[config.mk]
export PLATFORM = sky130hd
export DESIGN_NAME = mult_sched_flat
export DESIGN_NICKNAME = d
export VERILOG_FILES = /design/src/rtl/mult_sched_pkg.sv /design/src/rtl/mult_sched_if.sv /design/src/rtl/mult_sched_rr_arbiter.sv /design/src/rtl/mult_sched.sv /design/src/flat_wrapper.sv
export SDC_FILE = /design/constraint.sdc
export NUM_CORES = 1
export LEC_CHECK = 0
export ABC_AREA = 0
export CAP_MARGIN = 5
export CORE_AREA = 2 2 113 169
export CTS_CLUSTER_DIAMETER = 100
export DETAILED_ROUTE_END_ITERATION = 10
export DIE_AREA = 0 0 115 171
export PLACE_DENSITY = 0.93
export SLEW_MARGIN = 20
export SYNTH_ARGS = -nofsm -noshare
export SYNTH_HDL_FRONTEND = slang
export SYNTH_SLANG_ARGS = --single-unit
[constraint.sdc]
create_clock -name clk -period 6.6 [get_ports clk]
set_input_delay 0.99 -clock clk [delete_from_list [all_inputs] [get_ports clk]]
set_output_delay 0.99 -clock clk [all_outputs]
set_load 0.02 [all_outputs]
[src/rtl/mult_sched_pkg.sv]
// rtl/mult_sched_pkg.sv - shared constants, state encoding and frame helpers for mult_sched
package mult_sched_pkg;

  localparam int FRAME_BITS = 32;
  localparam int LEN_BITS   = 8;
  localparam int OPND_BITS  = 24;
  localparam int MAX_LEN    = 23;

  // One-hot so each state decode is a single flop bit.
  typedef enum logic [4:0] {
    ST_IDLE  = 5'b00001,
    ST_START = 5'b00010,
    ST_SHIFT = 5'b00100,
    ST_WAIT  = 5'b01000,
    ST_RESP  = 5'b10000
  } state_t;

  // Multiplier length must leave at least one multiplicand bit and use at least one bit.
  function automatic logic len_legal(input logic [LEN_BITS-1:0] len);
    return (len != '0) && (len <= LEN_BITS'(MAX_LEN));
  endfunction

  // Frame as sent LSB first: length byte, then L multiplier bits, then 24-L multiplicand bits.
  function automatic logic [FRAME_BITS-1:0] build_frame(input logic [LEN_BITS-1:0]  len,
                                                        input logic [OPND_BITS-1:0] a,
                                                        input logic [OPND_BITS-1:0] b);
    logic [OPND_BITS-1:0] a_mask;
    logic [OPND_BITS-1:0] b_mask;
    a_mask = ~({OPND_BITS{1'b1}} << len);
    b_mask = {OPND_BITS{1'b1}} >> len;
    return FRAME_BITS'(len)
         | (FRAME_BITS'(a & a_mask) << LEN_BITS)
         | (FRAME_BITS'(b & b_mask) << (32'(len) + 32'(LEN_BITS)));
  endfunction

endpackage

[src/rtl/mult_sched_if.sv]
// rtl/mult_sched_if.sv - requester, multiplier and response signals of mult_sched
interface mult_sched_if
  import mult_sched_pkg::*;
#(
  parameter int NREQ = 4
);
  logic [NREQ-1:0]           req_valid;
  logic [NREQ-1:0]           req_ready;
  logic [NREQ*LEN_BITS-1:0]  req_len;
  logic [NREQ*OPND_BITS-1:0] req_a;
  logic [NREQ*OPND_BITS-1:0] req_b;

  logic                      mul_ctrl;
  logic                      mul_ser;
  logic                      mul_done;
  logic [FRAME_BITS-1:0]     mul_result;

  logic                      rsp_valid;
  logic                      rsp_ready;
  logic [2:0]                rsp_id;
  logic [FRAME_BITS-1:0]     rsp_data;
  logic                      rsp_err;

  // Scheduler side.
  modport master (
    input  req_valid, req_len, req_a, req_b, mul_done, mul_result, rsp_ready,
    output req_ready, mul_ctrl, mul_ser, rsp_valid, rsp_id, rsp_data, rsp_err
  );

  // Requesters, multiplier and response consumer.
  modport slave (
    output req_valid, req_len, req_a, req_b, mul_done, mul_result, rsp_ready,
    input  req_ready, mul_ctrl, mul_ser, rsp_valid, rsp_id, rsp_data, rsp_err
  );

endinterface

[src/rtl/mult_sched_rr_arbiter.sv]
// rtl/mult_sched_rr_arbiter.sv - round-robin arbiter owning the next-search pointer
module rr_arbiter #(
  parameter int NREQ = 4
) (
  input  logic            clk,
  input  logic            rst,
  input  logic [NREQ-1:0] req,
  input  logic            enable,
  input  logic            update,
  output logic [NREQ-1:0] grant,
  output logic [2:0]      grant_id
);
  logic [2:0] ptr;
  logic       found;

  // First active request at or after ptr, wrapping modulo NREQ.
  always_comb begin
    grant    = '0;
    grant_id = '0;
    found    = 1'b0;
    for (int i = 0; i < NREQ; i++) begin
      for (int j = 0; j < NREQ; j++) begin
        if (enable && !found && req[j] && (((int'(ptr) + i) % NREQ) == j)) begin
          grant[j] = 1'b1;
          grant_id = 3'(j);
          found    = 1'b1;
        end
      end
    end
  end

  // Search restarts just past the requester that was last accepted.
  always_ff @(posedge clk) begin
    if (rst) begin
      ptr <= 3'd0;
    end else if (update) begin
      ptr <= (grant_id == 3'(NREQ - 1)) ? 3'd0 : grant_id + 3'd1;
    end
  end

endmodule

[src/rtl/mult_sched.sv]
// rtl/mult_sched.sv - serial multiplier scheduler; MULT_SCHED_TIMEOUT_EN adds the WAIT watchdog
module mult_sched
  import mult_sched_pkg::*;
#(
  parameter int NREQ = 4
`ifdef MULT_SCHED_TIMEOUT_EN
  ,
  parameter int TIMEOUT = 255
`endif
) (
  input  logic         clk,
  input  logic         rst,
  mult_sched_if.master bus
);
  state_t                 state;
  logic [NREQ-1:0]        grant;
  logic [2:0]             grant_id;
  logic                   arb_enable;
  logic                   accept;
  logic [LEN_BITS-1:0]    sel_len;
  logic [OPND_BITS-1:0]   sel_a;
  logic [OPND_BITS-1:0]   sel_b;
  logic [2:0]             job_id;
  logic [LEN_BITS-1:0]    job_len;
  logic [OPND_BITS-1:0]   job_a;
  logic [OPND_BITS-1:0]   job_b;
  logic [FRAME_BITS-1:0]  frame;
  logic [FRAME_BITS-1:0]  shreg;
  logic [5:0]             bit_cnt;
`ifdef MULT_SCHED_TIMEOUT_EN
  logic [7:0]             wdog;
`endif

  // Grants are only offered in IDLE and never while reset is held.
  assign arb_enable    = (state == ST_IDLE) && !rst;
  assign accept        = |grant;
  assign bus.req_ready = grant;

  assign sel_len = bus.req_len[int'(grant_id)*LEN_BITS +: LEN_BITS];
  assign sel_a   = bus.req_a[int'(grant_id)*OPND_BITS +: OPND_BITS];
  assign sel_b   = bus.req_b[int'(grant_id)*OPND_BITS +: OPND_BITS];
  assign frame   = build_frame(job_len, job_a, job_b);

  rr_arbiter #(
    .NREQ(NREQ)
  ) u_arb (
    .clk      (clk),
    .rst      (rst),
    .req      (bus.req_valid),
    .enable   (arb_enable),
    .update   (accept),
    .grant    (grant),
    .grant_id (grant_id)
  );

  // Job sequencing: accept, start pulse, 32-bit serial shift, wait for result, respond.
  always_ff @(posedge clk) begin
    if (rst) begin
      state         <= ST_IDLE;
      bus.mul_ctrl  <= 1'b0;
      bus.mul_ser   <= 1'b0;
      bus.rsp_valid <= 1'b0;
      bus.rsp_id    <= 3'd0;
      bus.rsp_data  <= '0;
      bus.rsp_err   <= 1'b0;
      job_id        <= 3'd0;
      job_len       <= '0;
      job_a         <= '0;
      job_b         <= '0;
      shreg         <= '0;
      bit_cnt       <= 6'd0;
`ifdef MULT_SCHED_TIMEOUT_EN
      wdog          <= 8'd0;
`endif
    end else begin
      unique case (state)
        ST_IDLE: begin
          if (accept) begin
            job_id  <= grant_id;
            job_len <= sel_len;
            job_a   <= sel_a;
            job_b   <= sel_b;
            if (len_legal(sel_len)) begin
              bus.mul_ctrl <= 1'b1;
              state        <= ST_START;
            end else begin
              bus.rsp_valid <= 1'b1;
              bus.rsp_err   <= 1'b1;
              bus.rsp_data  <= '0;
              bus.rsp_id    <= grant_id;
              state         <= ST_RESP;
            end
          end
        end
        ST_START: begin
          bus.mul_ctrl <= 1'b0;
          bus.mul_ser  <= frame[0];
          shreg        <= frame >> 1;
          bit_cnt      <= 6'd0;
          state        <= ST_SHIFT;
        end
        ST_SHIFT: begin
          if (bit_cnt == 6'(FRAME_BITS - 1)) begin
            bus.mul_ser <= 1'b0;
            state       <= ST_WAIT;
`ifdef MULT_SCHED_TIMEOUT_EN
            wdog        <= 8'd0;
`endif
          end else begin
            bus.mul_ser <= shreg[0];
            shreg       <= shreg >> 1;
            bit_cnt     <= bit_cnt + 6'd1;
          end
        end
        ST_WAIT: begin
          if (bus.mul_done) begin
            bus.rsp_valid <= 1'b1;
            bus.rsp_err   <= 1'b0;
            bus.rsp_data  <= bus.mul_result;
            bus.rsp_id    <= job_id;
            state         <= ST_RESP;
          end
`ifdef MULT_SCHED_TIMEOUT_EN
          else if (wdog == 8'(TIMEOUT - 1)) begin
            bus.rsp_valid <= 1'b1;
            bus.rsp_err   <= 1'b1;
            bus.rsp_data  <= '0;
            bus.rsp_id    <= job_id;
            state         <= ST_RESP;
          end else begin
            wdog <= wdog + 8'd1;
          end
`endif
        end
        ST_RESP: begin
          if (bus.rsp_ready) begin
            bus.rsp_valid <= 1'b0;
            state         <= ST_IDLE;
          end
        end
        default: state <= ST_IDLE;
      endcase
    end
  end

endmodule
[src/flat_wrapper.sv]
// flat-port wrapper written by rule: the top's interface ports become plain ports
module mult_sched_flat import mult_sched_pkg::*;
#(
  parameter int NREQ = 4

)
  (clk, rst, bus_req_valid, bus_req_len, bus_req_a, bus_req_b, bus_mul_done, bus_mul_result, bus_rsp_ready, bus_req_ready, bus_mul_ctrl, bus_mul_ser, bus_rsp_valid, bus_rsp_id, bus_rsp_data, bus_rsp_err);
  mult_sched_if #(.NREQ(NREQ)) bus_i ();
  input  logic clk;
  input  logic rst;
  input wire logic [$bits(bus_i.req_valid)-1:0] bus_req_valid;
  input wire logic [$bits(bus_i.req_len)-1:0] bus_req_len;
  input wire logic [$bits(bus_i.req_a)-1:0] bus_req_a;
  input wire logic [$bits(bus_i.req_b)-1:0] bus_req_b;
  input wire logic [$bits(bus_i.mul_done)-1:0] bus_mul_done;
  input wire logic [$bits(bus_i.mul_result)-1:0] bus_mul_result;
  input wire logic [$bits(bus_i.rsp_ready)-1:0] bus_rsp_ready;
  output wire logic [$bits(bus_i.req_ready)-1:0] bus_req_ready;
  output wire logic [$bits(bus_i.mul_ctrl)-1:0] bus_mul_ctrl;
  output wire logic [$bits(bus_i.mul_ser)-1:0] bus_mul_ser;
  output wire logic [$bits(bus_i.rsp_valid)-1:0] bus_rsp_valid;
  output wire logic [$bits(bus_i.rsp_id)-1:0] bus_rsp_id;
  output wire logic [$bits(bus_i.rsp_data)-1:0] bus_rsp_data;
  output wire logic [$bits(bus_i.rsp_err)-1:0] bus_rsp_err;
  assign bus_i.req_valid = bus_req_valid;
  assign bus_i.req_len = bus_req_len;
  assign bus_i.req_a = bus_req_a;
  assign bus_i.req_b = bus_req_b;
  assign bus_i.mul_done = bus_mul_done;
  assign bus_i.mul_result = bus_mul_result;
  assign bus_i.rsp_ready = bus_rsp_ready;
  assign bus_req_ready = bus_i.req_ready;
  assign bus_mul_ctrl = bus_i.mul_ctrl;
  assign bus_mul_ser = bus_i.mul_ser;
  assign bus_rsp_valid = bus_i.rsp_valid;
  assign bus_rsp_id = bus_i.rsp_id;
  assign bus_rsp_data = bus_i.rsp_data;
  assign bus_rsp_err = bus_i.rsp_err;
  mult_sched #(.NREQ(NREQ)) u_core (.clk(clk), .rst(rst), .bus(bus_i));
endmodule
# Word level (Yosys, flattened, before mapping)

Index checks and enable logic that the tools add are counted.

Add/subtract/negate cells: 6
Multipliers: 1
Order comparisons: 1
Equal/unequal tests: 26
Shift-type cells: 6
Multiplexer cells: 76
Bitwise gates (word level): 8
Reductions and logical operators: 84

Operators by type and width:

| operator                                                                         | count |
|---|---|
| 96-bit by 32-bit indexed part select with 24-bit output                          | 2 |
| 32-bit logical NOT                                                               | 4 |
| 32-bit two-way mux                                                               | 4 |
| 32-bit case mux with 2 select lines                                              | 2 |
| 3-bit two-way mux                                                                | 17 |
| 1-bit logical AND                                                                | 49 |
| 24-bit AND                                                                       | 2 |
| 1-bit two-way mux                                                                | 39 |
| 32-bit bitwise OR                                                                | 1 |
| 8-bit by 32-bit bitwise OR with 32-bit output                                    | 1 |
| 32-bit by 7-bit indexed part select with 8-bit output                            | 1 |
| 32-bit by 32-bit << shifter with 32-bit output                                   | 1 |
| 5-bit two-way mux                                                                | 5 |
| 5-bit case mux with 5 select lines                                               | 1 |
| 24-bit NOT                                                                       | 1 |
| 24-bit by 8-bit << shifter with 24-bit output, first input constant              | 1 |
| 24-bit by 8-bit right shift with 24-bit output, first input constant             | 1 |
| 3-bit equality test, second input constant                                       | 6 |
| 1-bit logical NOT                                                                | 16 |
| 3-bit by 2-bit equality test with 1-bit output, second input constant            | 4 |
| 6-bit case mux with 2 select lines                                               | 1 |
| 2-bit != test, second input constant                                             | 5 |
| 8-bit by 4-bit adder with 9-bit output, second input constant                    | 1 |
| 8-bit by 5-bit less-or-equal comparator with 1-bit output, second input constant | 1 |
| 28 further kinds                                                                 | 42 |

Register bits after elaboration: 143
Output and inout port bits: 43
Logic and storage cells: 222

# Logic depth before layout (Yosys ltp)

Word-level depth: 86
Depth in mapped cells: 12
Depth with buffers taken out: 9

# Hierarchy

A second synthesis with hierarchy kept.

Cells, all modules: 992
Area, all modules: 9100.0 um^2

By module, submodules not included:

| module     | instances | cells each | area an instance (um^2) |
|---|---|---|---|
| mult_sched | 1         | 961        | 8887.3 |
| rr_arbiter | 1         | 31         | 212.7 |

# Least setup slack after synthesis

Ideal clock, no wire load.

Path type: input to register
Start: in bus_req_valid[1]
End: reg u_core.bus.rsp_data[23]
Setup time: 0.117 ns
Arrival time: 2.966 ns
Required time: 6.483 ns
Setup slack: 3.517 ns
Cell stages on the path: 10
Cell sequence: buf_2 > nor2b_1 > a221oi_2 > nor3_4 > or3_1 > a32oi_1 > and4b_4 > o21ai_4 > buf_6 > a32o_1

Longest elaborated chain between the ends: 78
Elaborated cells between the ends (all ways): 110

Ends and longest elaborated chain:

| what                                                                                                   | RTL line                    | source |
|---|---|---|
| start, declared                                                                                        | flat_wrapper.sv:11          | `input wire logic [$bits(bus_i.req_valid)-1:0] bus_req_valid;` |
| 1-bit logical AND (2 in a row)                                                                         | mult_sched_rr_arbiter.sv:23 | `if (enable && !found && req[j] && (((int'(ptr) + i) % NREQ) == j)) begin` |
| 1-bit two-way mux                                                                                      | mult_sched_rr_arbiter.sv:23 |  |
| 1-bit logical NOT                                                                                      | mult_sched_rr_arbiter.sv:23 |  |
| 1-bit logical AND (3 in a row)                                                                         | mult_sched_rr_arbiter.sv:23 |  |
| 1-bit two-way mux                                                                                      | mult_sched_rr_arbiter.sv:23 |  |
| 1-bit logical NOT                                                                                      | mult_sched_rr_arbiter.sv:23 |  |
| 1-bit logical AND (3 in a row)                                                                         | mult_sched_rr_arbiter.sv:23 |  |
| 1-bit two-way mux                                                                                      | mult_sched_rr_arbiter.sv:23 |  |
| (+55 left out)                                                                                         | --                          |  |
| 1-bit logical NOT                                                                                      | mult_sched_rr_arbiter.sv:23 |  |
| 1-bit logical AND (3 in a row)                                                                         | mult_sched_rr_arbiter.sv:23 |  |
| 3-bit two-way mux                                                                                      | mult_sched_rr_arbiter.sv:23 |  |
| 32-bit by 7-bit indexed part select with 8-bit output                                                  | mult_sched.sv:39            | `assign sel_len = bus.req_len[int'(grant_id)*LEN_BITS +: LEN_BITS];` |
| 8-bit by 5-bit less-or-equal comparator with 1-bit output / 8-bit nonzero test (equally long branches) | mult_sched_pkg.sv:20        | `return (len != '0) && (len <= LEN_BITS'(MAX_LEN));` |
| 1-bit logical AND                                                                                      | mult_sched_pkg.sv:20        |  |
| 2-bit != test (no line)                                                                                | --                          |  |
| 4-bit AND reduction (no line) *                                                                        | --                          |  |
| end signal, assigned                                                                                   | mult_sched.sv:119           | `bus.rsp_data <= bus.mul_result;` |
| end, declared                                                                                          | mult_sched_if.sv:27         | `output req_ready, mul_ctrl, mul_ser, rsp_valid, rsp_id, rsp_data, rsp_err` |

Every way passes the cells marked *; elsewhere a longest branch is shown, timed or not.
A chain may end at the register's enable or synchronous reset.

# Worst setup path after layout

Start: in bus_req_valid[2]
End: reg u_core.bus.rsp_data[17]

Longest elaborated chain between the ends: 73
Elaborated cells between the ends (all ways): 103

Ends and longest elaborated chain:

| what                                                                                                   | RTL line |
|---|---|
| 1-bit logical AND (2 in a row)                                                                         | mult_sched_rr_arbiter.sv:23 |
| 1-bit two-way mux                                                                                      | mult_sched_rr_arbiter.sv:23 |
| 1-bit logical NOT                                                                                      | mult_sched_rr_arbiter.sv:23 |
| 1-bit logical AND (3 in a row)                                                                         | mult_sched_rr_arbiter.sv:23 |
| 1-bit two-way mux                                                                                      | mult_sched_rr_arbiter.sv:23 |
| 1-bit logical NOT                                                                                      | mult_sched_rr_arbiter.sv:23 |
| 1-bit logical AND (3 in a row)                                                                         | mult_sched_rr_arbiter.sv:23 |
| 1-bit two-way mux                                                                                      | mult_sched_rr_arbiter.sv:23 |
| (+50 left out)                                                                                         | -- |
| 1-bit logical NOT                                                                                      | mult_sched_rr_arbiter.sv:23 |
| 1-bit logical AND (3 in a row)                                                                         | mult_sched_rr_arbiter.sv:23 |
| 3-bit two-way mux                                                                                      | mult_sched_rr_arbiter.sv:23 |
| 32-bit by 7-bit indexed part select with 8-bit output                                                  | mult_sched.sv:39 |
| 8-bit by 5-bit less-or-equal comparator with 1-bit output / 8-bit nonzero test (equally long branches) | mult_sched_pkg.sv:20 |
| 1-bit logical AND                                                                                      | mult_sched_pkg.sv:20 |
| 2-bit != test (no line)                                                                                | -- |
| 4-bit AND reduction (no line) *                                                                        | -- |

Marks and branches as above.

==> metrics <==
starting density of the core=0.487; CP peak stage delay=710 ps; category of the most critical setup path=in -> reg; number of antenna violations at the first check in global routing=1; Slew Limit Fails=0; IO Pins=307; ranking of synthesized cells by instance count=sky130_fd_sc_hd__nand2_1 (227), sky130_fd_sc_hd__dfxtp_1 (140), sky130_fd_sc_hd__a21oi_1 (116); global-route wire length before repair=52.6 mm; horizontal die dimension=115 um; input/output buffers=305; P&R area growth vs syn=40.7%; height of the die=171 um; area share of the largest cell type after synthesis=0.314; Post-Route Setup TNS=0 ps; CP Data Required Time=6970 ps; Avg Vias per Cell=6.38; total power after layout=4.19 mW; final weighted congestion in routability-driven placement=1.03; most numerous cell in the Yosys netlist=sky130_fd_sc_hd__nand2_1; Filler Cells Inserted=1458; number of buffers added for setup after CTS=0; Routed WL per cell=20.6 um; total global routing overflow=0; endpoint type of the worst setup path=flip-flop; largest cells by area after synthesis=sky130_fd_sc_hd__dfxtp_1 (31%), sky130_fd_sc_hd__nand2_1 (9.6%), sky130_fd_sc_hd__a21oi_1 (6.5%); setup repair after global routing missed its margin=false; cell with the biggest individual delay on the critical path=sky130_fd_sc_hd__o21ai_4; overall routed net length=34.1 mm; proportion of synthesized chip area in sequential cells=0.314; PnR worst setup slack=2290 ps; Leak Pwr=4.73 nW; Crit Path Max Fanout=57; r2r endpoint=u_core.bus.rsp_data[17]$_SDFFE_PP0P_; share of final-layout standard cells stronger than drive strength 1=0.0648; maximum number of pins on one net before global-route repair=109; shortest clock period the worst path allows after layout=4310 ps; number of clock sinks=140; type of the most critical hold path=reg -> reg; FFs w/ async S/R, synth=0; slew margin rel.=0.349; cell count of the worst reg-to-reg path=8; worst setup path startpoint=bus_req_valid[2]; multi-input gate area in the final layout=5610 um^2; Critical Path, Cell by Cell=clkdlybuf4s50_1 > nor2b_1 > a221oi_2 > nor3_4 > buf_4 > nor3_1 > a211oi_1 > and4b_4 > o21ai_4 > a32o_1; reg-to-reg critical path startpoint=u_core.state[1]$_SDFFE_PP0P_; area of the placeable core=18300 um^2; maximum root-to-sink buffer count=2; Storage cell area=2800 um^2; number of synthesized flops with an enable pin=0; cell depth of the worst hold path=2; area enclosed by the die boundary=19700 um^2; CTS tree=done; number of failing setup endpoints in the final timing report=0; count of distinct cell types in the synthesized netlist=76; synthesized area per cell=7.45 um^2; Max Cap Violations=0; depth of the CTS H-tree=4; slew of the pin with the lowest slew margin=966 ps; data arrival time of the critical path=4680 ps; kind of start point of the critical path=input pin; Final period util=0.653; peak supply drop=0.253 mV; vias in the first global route=9927; cell family contributing the most delay on the critical path=compound AO/OA/AOI/OAI gates; vias=10600; Min-Delay Endpoint=u_core.shreg[3]$_SDFFE_PP0P_; overall routing resource usage=0.338; Final Net Count=1689; P per Cell Area=334 nW/um^2; Worst R2R Setup Slack=3140 ps; Post-CTS Resized=0; Clock Pin Slew Worst Setup and Hold Paths=60 ps; pre-CTS setup slack=2010 ps; cell accounting for the most synthesized area=sky130_fd_sc_hd__dfxtp_1; remaining routing DRC violations=0; Cells after Synth=1196; synthesized netlist net count=1462; remaining number of nets flagged by the antenna check after routing=0; Final Hold Fails=0; number of design-rule violations left by the first detailed-router iteration=1122; half-perimeter wire length of the detailed placement result=25.0 mm; min-delay src=u_core.shreg[3]$_SDFFE_PP0P_; worst clock skew=10.3 ps; clock root buffer=sky130_fd_sc_hd__clkbuf_16; Post-Synthesis Cell Area=8920 um^2; final core occ=0.685; later-pin clock latency in the skew report=430 ps; Placement Rows=61; maximum achievable frequency=232 MHz; DR pass1 iterations=6; outcome=finished, final reports clean; critical path buffer and inverter count=2; hold bufs inserted after CTS=0; synthesized flop and latch total=140; Synth Warn #=0; ys flop type=sky130_fd_sc_hd__dfxtp_1; clock buffers created by TritonCTS=17
final cells by class:
class                           count  share of cell area
Antenna cell                        2            0.000399
Clock buffer                       17              0.0339
Clock inverter                     14              0.0157
Inverter                           13             0.00389
Multi-Input combinational cell    930               0.448
Sequential cell                   140               0.223
Tap cell                          220              0.0219
Timing Repair Buffer              321               0.253
metal layers:
| metal | up-vias | wire length, um | global-route usage |
|---|---|---|---|
| met5 | - | 0 | 0 |
| met4 | 0 | 1670 | 0.166 |
| met3 | 116 | 2560 | 0.0517 |
| met2 | 641 | 17000 | 0.574 |
| met1 | 4920 | 12800 | 0.412 |
| li1 | 4896 | - | - |
worst register-to-register path: stages (launching register included):
cell	delay, ps
sky130_fd_sc_hd__dfxtp_1	380
sky130_fd_sc_hd__nor3_4	300
sky130_fd_sc_hd__and2_1	420
sky130_fd_sc_hd__nand3_4	420
sky130_fd_sc_hd__mux2i_1	250
sky130_fd_sc_hd__a211oi_1	330
sky130_fd_sc_hd__and4b_4	280
sky130_fd_sc_hd__o21ai_4	710
sky130_fd_sc_hd__a32o_1	320
registers in the layout (all words and copies together), names as in the netlist, 5 cells and up:
name	flops
u_core.job_b	24
u_core.bit_cnt	6
u_core.bus.rsp_data	32
u_core.shreg	31
u_core.state	5
u_core.job_len	8
u_core.job_a	24
how the worst max path moves through the flow:
stage | slack, ps | to | cells after the start
CTS | 2380 | u_core.bus.rsp_data[17]$_SDFFE_PP0P_ | 10
finish | 2290 | u_core.bus.rsp_data[17]$_SDFFE_PP0P_ | 10
global placement | 2170 | u_core.bus.rsp_data[10]$_SDFFE_PP0P_ | 10
detailed placement | 2010 | u_core.bus.rsp_data[17]$_SDFFE_PP0P_ | 10
global route | 2130 | u_core.bus.rsp_data[29]$_SDFFE_PP0P_ | 10
floorplan | 3520 | u_core.bus.rsp_data[23]$_SDFFE_PP0P_ | 10
cells in the final DEF, fill, tap and decap left out, types with 18 or more instances in the layout:
cell / n
sky130_fd_sc_hd__clkdlybuf4s50_1: 304
sky130_fd_sc_hd__nand2_1: 227
sky130_fd_sc_hd__dfxtp_1: 140
sky130_fd_sc_hd__a21oi_1: 116
sky130_fd_sc_hd__nor2_1: 88
sky130_fd_sc_hd__mux2i_1: 54
sky130_fd_sc_hd__o21ai_0: 39
sky130_fd_sc_hd__nor3_1: 37
sky130_fd_sc_hd__a211oi_1: 37
sky130_fd_sc_hd__nand3_1: 37
sky130_fd_sc_hd__a32o_1: 33
sky130_fd_sc_hd__a311oi_1: 22
sky130_fd_sc_hd__a221oi_1: 21
sky130_fd_sc_hd__a31oi_1: 20
sky130_fd_sc_hd__o22ai_1: 18
sky130_fd_sc_hd__nor4_1: 18
power breakdown:
part | switching (mW) | internal [mW]
clock | 0.383 | 0.631
combinational | 1.25 | 0.743
sequential | 0.192 | 0.995
total | 1.83 | 2.37
cell families (layout without fill, tap and decap cells):
logic type | Yosys count | in the layout | synth area share
AND/OR/NAND/NOR | 477 | 477 | 0.243
AO/OA/AOI/OAI | 381 | 381 | 0.297
flip-flops | 140 | 140 | 0.314
buffers and inverters | 126 | 365 | 0.0602
multiplexers | 68 | 68 | 0.0813
adder cells (fa/ha/maj) | 2 | 2 | 0.00281
other | 1 | 3 | 0.000421
XOR/XNOR | 1 | 1 | 0.000982
stage by stage:
step,hold slack (ps),area [um^2],cells
after global placement,441,11900,1624
final,467,12500,1657
after global routing,485,12500,1656
after floorplan,432,8920,1196
after detailed placement,451,11900,1624
after CTS,466,12500,1655
(Power assumes the default switching activity.)
